## config.mk

```make
export PLATFORM = sky130hd
export DESIGN_NAME = glyph_renderer_flat
export DESIGN_NICKNAME = d
export VERILOG_FILES = /design/src/rtl/glyph_renderer_if.sv /design/src/rtl/glyph_renderer.sv /design/src/flat_wrapper.sv
export SDC_FILE = /design/constraint.sdc
export NUM_CORES = 1
export LEC_CHECK = 0
export ABC_AREA = 1
export CORE_MARGIN = 4
export CORE_UTILIZATION = 37
export CTS_CLUSTER_SIZE = 24
export DETAILED_ROUTE_END_ITERATION = 10
export PLACE_DENSITY = 0.76
export SLEW_MARGIN = 0
export SYNTH_ARGS = -nofsm -noshare
export SYNTH_HDL_FRONTEND = slang
export SYNTH_SLANG_ARGS = --single-unit
```

## constraint.sdc

```tcl
create_clock -name clk -period 1.08 [get_ports clk]
set_input_delay 0.108 -clock clk [delete_from_list [all_inputs] [get_ports clk]]
set_output_delay 0.108 -clock clk [all_outputs]
set_load 0.05 [all_outputs]
```

## src/rtl/glyph_renderer_if.sv

```systemverilog
// ---------------------------------------------------------------------------
// glyph_renderer_if
// Bundle between the glyph renderer and the 64x8 character ROM.
//   rom_char_enable : renderer -> ROM, row read enable
//   rom_address     : renderer -> ROM, {code[1:0], row[3:0]}
//   rom_data        : ROM -> renderer, combinational row data, bit 7 = leftmost
// ---------------------------------------------------------------------------
interface glyph_renderer_if;
    logic       rom_char_enable;
    logic [5:0] rom_address;
    logic [7:0] rom_data;

    modport master (
        output rom_char_enable,
        output rom_address,
        input  rom_data
    );

    modport slave (
        input  rom_char_enable,
        input  rom_address,
        output rom_data
    );
endinterface

```

## src/rtl/glyph_renderer.sv

```systemverilog
// ---------------------------------------------------------------------------
// glyph_renderer
// Maps VGA beam coordinates onto a fixed on-screen text box, reads the
// matching glyph row from the character ROM and serialises it into colour.
// Two-stage pipeline; syncs are delayed by the same two cycles.
// Ports:
//   clk, reset_n          : pixel clock, synchronous active-low reset
//   video_on              : visible-area flag
//   hsync_in, vsync_in    : active-low syncs from the sync generator
//   pixel_x, pixel_y      : beam coordinates
//   text                  : 2-bit glyph codes, char 0 in bits [1:0]
//   fg_color, bg_color    : glyph-set / glyph-clear colours
//   rom                   : ROM bus (enable, address out; data in)
//   hsync_out, vsync_out  : syncs delayed by 2 cycles
//   rgb_out               : pixel colour, aligned with the delayed syncs
// ---------------------------------------------------------------------------
module glyph_renderer #(
    parameter int unsigned X0         = 288,
    parameter int unsigned Y0         = 224,
    parameter int unsigned NCHARS     = 4,
    parameter int unsigned SCALE_LOG2 = 0
) (
    input  logic                  clk,
    input  logic                  reset_n,
    input  logic                  video_on,
    input  logic                  hsync_in,
    input  logic                  vsync_in,
    input  logic [9:0]            pixel_x,
    input  logic [9:0]            pixel_y,
    input  logic [2*NCHARS-1:0]   text,
    input  logic [2:0]            fg_color,
    input  logic [2:0]            bg_color,
    glyph_renderer_if.master      rom,
    output logic                  hsync_out,
    output logic                  vsync_out,
    output logic [2:0]            rgb_out
);

    localparam int unsigned BOX_W = (8 * NCHARS) << SCALE_LOG2;
    localparam int unsigned BOX_H = 16 << SCALE_LOG2;

    // 11-bit bounds so that a box ending exactly at 1024 still compares correctly
    localparam logic [10:0] X_LO = 11'(X0);
    localparam logic [10:0] X_HI = 11'(X0 + BOX_W);
    localparam logic [10:0] Y_LO = 11'(Y0);
    localparam logic [10:0] Y_HI = 11'(Y0 + BOX_H);

    if ((X0 + BOX_W > 1024) || (Y0 + BOX_H > 1024) ||
        (NCHARS < 1) || (NCHARS > 8) || (SCALE_LOG2 > 2)) begin : g_bad_params
        $error("glyph_renderer: text box parameters out of range");
    end

    // Frame latch
    logic [2*NCHARS-1:0] text_q;
    logic                vsync_prev_q;

    // Stage 1 registers (rom.* outputs are stage-1 registers too)
    logic [2:0] col_q;
    logic       video_on_q;
    logic       hsync_q;
    logic       vsync_q;

    // Stage 1 next-state
    logic        in_box_d;
    logic [9:0]  dx_d;
    logic [9:0]  dy_d;
    logic [9:0]  cx_d;
    logic [9:0]  cy_d;
    logic [2:0]  char_idx_d;
    logic [15:0] text_pad_d;
    logic [1:0]  code_d;
    logic        enable_d;
    logic [5:0]  address_d;

    // Stage 2 next-state
    logic       pix_bit_d;
    logic [2:0] rgb_d;

    logic unused_bits;

    always_comb begin
        // Raw-coordinate compares, so wrapped dx/dy can never land inside the box
        in_box_d   = ({1'b0, pixel_x} >= X_LO) && ({1'b0, pixel_x} < X_HI) &&
                     ({1'b0, pixel_y} >= Y_LO) && ({1'b0, pixel_y} < Y_HI);
        dx_d       = pixel_x - X_LO[9:0];
        dy_d       = pixel_y - Y_LO[9:0];
        cx_d       = dx_d >> SCALE_LOG2;
        cy_d       = dy_d >> SCALE_LOG2;
        char_idx_d = cx_d[5:3];
        // Zero-padded to 8 codes so every char_idx indexes a defined slot
        text_pad_d = 16'(text_q);
        code_d     = text_pad_d[{char_idx_d, 1'b0} +: 2];
        enable_d   = in_box_d & video_on;
        address_d  = in_box_d ? {code_d, cy_d[3:0]} : '0;

        pix_bit_d  = rom.rom_data[3'd7 - col_q];
        if (!video_on_q) begin
            rgb_d = '0;
        end else if (rom.rom_char_enable && pix_bit_d) begin
            rgb_d = fg_color;
        end else begin
            rgb_d = bg_color;
        end
    end

    assign unused_bits = ^{cx_d[9:6], cy_d[9:4]};

    always_ff @(posedge clk) begin
        if (!reset_n) begin
            text_q              <= '0;
            vsync_prev_q        <= 1'b1;
            rom.rom_char_enable <= 1'b0;
            rom.rom_address     <= '0;
            col_q               <= '0;
            video_on_q          <= 1'b0;
            // Sync pipeline parks at the inactive level so no stray pulse leaves
            hsync_q             <= 1'b1;
            vsync_q             <= 1'b1;
            rgb_out             <= '0;
            hsync_out           <= 1'b1;
            vsync_out           <= 1'b1;
        end else begin
            vsync_prev_q <= vsync_in;
            if (vsync_prev_q && !vsync_in) begin
                text_q <= text;
            end

            rom.rom_char_enable <= enable_d;
            rom.rom_address     <= address_d;
            col_q               <= cx_d[2:0];
            video_on_q          <= video_on;
            hsync_q             <= hsync_in;
            vsync_q             <= vsync_in;

            rgb_out             <= rgb_d;
            hsync_out           <= hsync_q;
            vsync_out           <= vsync_q;
        end
    end

endmodule

```

## src/flat_wrapper.sv

```systemverilog
// flat-port wrapper written by rule: the top's interface ports become plain ports
module glyph_renderer_flat 
#(
    parameter int unsigned X0         = 288,
    parameter int unsigned Y0         = 224,
    parameter int unsigned NCHARS     = 4,
    parameter int unsigned SCALE_LOG2 = 0
)
  (clk, reset_n, video_on, hsync_in, vsync_in, pixel_x, pixel_y, text, fg_color, bg_color, hsync_out, vsync_out, rgb_out, rom_rom_char_enable, rom_rom_address, rom_rom_data);
  glyph_renderer_if rom_i ();
  input  logic clk;
  input  logic reset_n;
  input  logic video_on;
  input  logic hsync_in;
  input  logic vsync_in;
  input  logic [9:0] pixel_x;
  input  logic [9:0] pixel_y;
  input  logic [2*NCHARS-1:0] text;
  input  logic [2:0] fg_color;
  input  logic [2:0] bg_color;
  output logic hsync_out;
  output logic vsync_out;
  output logic [2:0] rgb_out;
  output wire logic [$bits(rom_i.rom_char_enable)-1:0] rom_rom_char_enable;
  output wire logic [$bits(rom_i.rom_address)-1:0] rom_rom_address;
  input wire logic [$bits(rom_i.rom_data)-1:0] rom_rom_data;
  assign rom_rom_char_enable = rom_i.rom_char_enable;
  assign rom_rom_address = rom_i.rom_address;
  assign rom_i.rom_data = rom_rom_data;
  glyph_renderer #(.X0(X0), .Y0(Y0), .NCHARS(NCHARS), .SCALE_LOG2(SCALE_LOG2)) u_core (.clk(clk), .reset_n(reset_n), .video_on(video_on), .hsync_in(hsync_in), .vsync_in(vsync_in), .pixel_x(pixel_x), .pixel_y(pixel_y), .text(text), .fg_color(fg_color), .bg_color(bg_color), .rom(rom_i), .hsync_out(hsync_out), .vsync_out(vsync_out), .rgb_out(rgb_out));
endmodule
```

; Yosys cells after proc, flatten, opt, wreduce, memory -nomap -nowiden
; Index checks and enable logic that the tools add are counted.
[word_totals]
ff_bits = 26
input_bits = 47
out_inout_bits = 12
word_cells = 31
[op_classes]
n_addsub = 3
order_cmp = 5
shifts = 1
muxes = 3
n_bitwise = 1
n_reduce_logical = 8
[ops]
columns = cell, n
row1 = 16-bit by 5-bit variable part select with 2-bit output, 1
row2 = 10-bit by 8-bit >= comparator with 1-bit output (second input constant), 1
row3 = 10-bit by 9-bit >= comparator with 1-bit output (second input constant), 1
row4 = 10-bit by 8-bit less-than comparator with 1-bit output (second input constant), 1
row5 = 10-bit by 9-bit less-than comparator with 1-bit output (second input constant), 1
row6 = 6-bit subtractor (second input constant), 1
row7 = 1-bit logical AND, 5
row8 = 3-bit by 4-bit less-than comparator with 1-bit output (second input constant), 1
row9 = 2-bit AND reduction, 2
row10 = 4-bit by 1-bit subtractor with 4-bit output (second input constant), 1
row11 = 1-bit binary-select mux with 3-bit select, 1
row12 = 3-bit 2-to-1 mux, 1
row13 = 3-bit subtractor (first input constant), 1
row14 = 1-bit AND, 1
row15 = 1-bit logical NOT, 1
row16 = 1-bit 2-to-1 mux, 1

; Depth between registers and ports, before layout
[depth]
depth_word = 5
mapped_depth = 8
mapped_depth_nobuf = 8

; Worst setup path after synthesis
; Ideal clock, no wire load.
[synth_path]
path_type = register -> register
from = register u_core.rom.rom_char_enable
to = register u_core.rgb_out[0]
setup_ns = 0.113
arrival_ns = 0.959
required_time_ns = 0.967
setup_slack_ns = 0.007
path_stages_with_launch = 4
path_buffers = 0
period_less_slack_ns = 1.073
path_cell_list = dfxtp_1 -> nand3_2 -> nor2_1 -> nor2_1
[synth_via]
elab_chain_len = 2
[synth_rtl]
columns = element, line_no
row1 = from (decl), glyph_renderer_if.sv:14  ; output rom_char_enable,
row2 = from (signal assigned), glyph_renderer.sv:128  ; rom.rom_char_enable <= enable_d;
row3 = 1-bit logical AND, glyph_renderer.sv:99  ; end else if (rom.rom_char_enable && pix_bit_d) begin
row4 = 3-bit 2-to-1 mux, glyph_renderer.sv:99
row5 = to (signal assigned), glyph_renderer.sv:135  ; rgb_out <= rgb_d;
row6 = to (decl), glyph_renderer.sv:36  ; output logic [2:0] rgb_out
; Every way passes these cells.
; A chain may end at the register's enable or synchronous reset.

; Worst setup path in the final report
[layout_path]
from = register u_core.col_q[0]
to = register u_core.rgb_out[2]
[layout_via]
elab_chain_len = 5
[layout_rtl]
columns = element, line_no
row1 = from (decl), glyph_renderer.sv:58  ; logic [2:0] col_q;
row2 = from (signal assigned), glyph_renderer.sv:130  ; col_q <= cx_d[2:0];
row3 = 3-bit subtractor, glyph_renderer.sv:96  ; pix_bit_d = rom.rom_data[3'd7 - col_q];
row4 = 1-bit binary-select mux with 3-bit select, glyph_renderer.sv:96
row5 = 1-bit 2-to-1 mux (not written as such), glyph_renderer.sv:96
row6 = 1-bit logical AND, glyph_renderer.sv:99
row7 = 3-bit 2-to-1 mux, glyph_renderer.sv:99
; Every way passes these cells. The select of a mux whose other input is x is not followed.

==> impl_metrics.py <==
metrics = {
    "outcome": {
        "outcome": "finished, final reports clean",
    },
    "placed_design": {
        "numPortBuffers": 58,
        "globalplace.congestion": 0.7475,
        "dp_hpwl_um": 2246,
        "placedCellCount": 229,
    },
    "pwr": {
        "finalPower_mw": 1.880,
        "power_density_nw_per_um2": 1006,
        "power_leakage_nw": 0.8725,
        "peakVddDrop_mv": 0.6564,
    },
    "clock_network": {
        "clkTransAtPathRegs_ps": 140,
        "cts_buffers": 3,
        "cts_max_path_buffers": 2,
        "htree_levels": 1,
        "cts-root-buf": "clkbuf_4",
        "cts_tree": "built",
        "post_cts_buffers": 0,
        "cts.sinks": 26,
        "clock_latency_ps": 320,
    },
    "die": {
        "rows": 19,
        "fp.dieArea_um2": 3761,
        "fp.dieW_um": 61.33,
        "core_area_um2": 2734,
        "floorplan.initialDensity": 0.3849,
        "ios": 59,
        "die_height_um": 61.33,
    },
    "synthesis": {
        "synthTopCellsByArea": "dfxtp_1 (49%), inv_1 (11%), nand2_1 (7.8%)",
        "synth_edf_count": 0,
        "yosysUniqueCellTypes": 20,
        "yosys_warnings": 0,
        "synth.most_common_cell": "inv_1",
        "synth_area_um2": 1052,
        "async_reset_ff_frac": 0,
        "synth_top_cell_area_share": 0.4946,
        "synthFlopType": "dfxtp_1",
        "synth_nets": 186,
        "ys_ff_latch": 26,
        "yosysTopAreaCell": "dfxtp_1",
        "seq_area_frac_synth": 0.4946,
        "synth_common_cells": "inv_1 (30), dfxtp_1 (26), nand2_1 (22), nor2_1 (22), o21ai_0 (11)",
        "syn_inst": 139,
        "avgSynthCellArea_um2": 7.570,
    },
    "cells_and_area": {
        "nets": 250,
        "diodes": 0,
        "fin_util": 0.6838,
        "fin_cells": 233,
        "syn2layout_area_growth_pct": 77.65,
        "drive_gt1_frac": 0.1733,
    },
    "worst_setup_path": {
        "path_cells": "inv_2 -> nand2_1 -> nand3b_1 -> nand3_2 -> nand3_4 -> nand2_1 -> inv_1 -> nor2_1",
        "worst_setup_path_end_kind": "register",
        "arrival_ps": 1300,
        "crit_type": "reg2reg",
        "crit_buf_inv": 2,
        "slowest_delay_ps": 390,
        "cpMaxStageDelayCell": "dfxtp_4",
        "crit_family": "simple AND/OR/NAND/NOR gates",
        "path_common_cell": "nand2_1",
        "worstPathMaxFanout": 6,
        "start_kind": "register",
        "critPathRequiredTime_ps": 1320,
    },
    "routing": {
        "dr.pass1.iters": 5,
        "dr_total_vias": 1054,
        "drc": 0,
        "routedWlPerCell_um": 11.81,
        "drt_iter0_drc": 27,
        "routed_wl_um": 2752,
        "viasPerCell": 4.524,
        "antenna_left": 0,
    },
    "timing": {
        "tightest_slew_ps": 246.2,
        "slew_headroom": 0.8345,
        "finalCritPeriodShare": 0.9812,
        "finalSetupViolations": 0,
        "tns_ps": 0,
        "fin_skew_ps": 3.669,
        "rsz0062_at_grt": "yes",
        "min_period_ps": 1060,
        "max_freq_mhz": 943.6,
        "slew_viol_final": 0,
        "hold_viol_final": 0,
    },
    "worst_hold_path": {
        "hold_path_class": "in2reg",
    },
    "job": {
        "cap_violations": 0,
    },
    "global_route": {
        "grt_pass1_vias": 1050,
        "grt_pass1_wl_um": 4160,
        "grt_util_all_layers": 0.1474,
        "grt_max_degree": 15,
        "grt_remaining_overflow": 0,
        "antenna_found_initial": 0,
    },
}
[area by class of cell]
cell class	count	area, um2
Fill cell	215	864.6
Timing Repair Buffer	61	725.7
Sequential cell	26	525.5
Multi-Input combinational cell	79	422.9
Inverter	32	120.1
Tap cell	31	38.79
Clock buffer	4	36.28
[cell usage in the layout, fill, tap and decap left out]
cell	n
nand2_1	22
clkbuf_8	1
inv_1	29
clkbuf_4	3
nand3b_4	1
a21oi_1	7
dfxtp_1	24
nand3_2	3
nor4_4	1
buf_12	12
nand3b_1	1
o211ai_1	1
clkdlybuf4s50_1	45
o21a_1	1
nand3_4	1
nor3b_1	1
buf_4	3
dfxtp_2	1
nor2_2	1
or2_2	3
nor4_2	1
nand4_1	1
dlymetal6s2s_1	1
dfxtp_4	1
nor2_1	22
nand3_1	1
o21ai_0	11
inv_2	3
[cells by family after synthesis]
kind of cell	count (synthesis)	synth area share
and+or+nand+nor	59	0.2818
buffers and inverters	34	0.1237
DFF	26	0.4946
AOI/OAI and AO/OA	20	0.09988
[per-stage QoR]
| stage | instance area [um2] | hold slack, ps | worst slack [ps] |
|---|---|---|---|
| after floorplan | 1052 | 205.6 | 7.333 |
| after global placement | 1804 | 396.9 | -280.6 |
| after detailed placement | 1804 | 420.7 | -332.0 |
| after CTS | 1852 | 288.5 | 8.118 |
| after global routing | 1869 | 75.58 | -83.87 |
| final | 1869 | 69.54 | 20.27 |
[flip-flops by register name, summed over array words and instances, names as in the netlist]
register,flops
u_core.hsync_out,1
u_core.hsync_q,1
u_core.vsync_prev_q,1
u_core.rom.rom_address,6
u_core.rom.rom_char_enable,1
u_core.text_q,8
u_core.col_q,3
u_core.rgb_out,3
u_core.video_on_q,1
u_core.vsync_out,1
[where the power goes]
group	internal, mW	switching (mW)
combinational	0.228	0.142
clock	0.206	0.283
sequential	0.999	0.0220
[path summary, 6_finish.rpt]
| path | from | endpoint | slack [ps] | cells after the start |
|---|---|---|---|---|
| setup reg to reg | u_core.col_q[0]$_SDFF_PN0_ | u_core.rgb_out[2]$_SDFF_PN0_ | 20 | 8 |
| hold reg to reg | u_core.hsync_q$_SDFF_PN1_ | u_core.hsync_out$_SDFF_PN1_ | 450 | 1 |
| hold / removal | reset_n | u_core.vsync_out$_SDFF_PN1_ | 70 | 2 |
| setup / recovery | u_core.col_q[0]$_SDFF_PN0_ | u_core.rgb_out[2]$_SDFF_PN0_ | 20 | 8 |
[metal layers]
layer	GRT usage	share of wire	vias up	wire length [um]
met5	0	0	-	0
met4	0.05455	0.016	0	44
met3	0.02935	0.079	5	217
met2	0.2946	0.56	46	1547
met1	0.1471	0.34	458	943
li1	-	-	545	-
[timing repair]
item / CTS / global route
endpoints found under the setup margin: 3 / 14
gates resized for setup: 3 / 5
hold buffers: 0 / 0
gates cloned: 0 / 0
pin swaps: 0 / 1
Power figures use the tool's default switching activity.
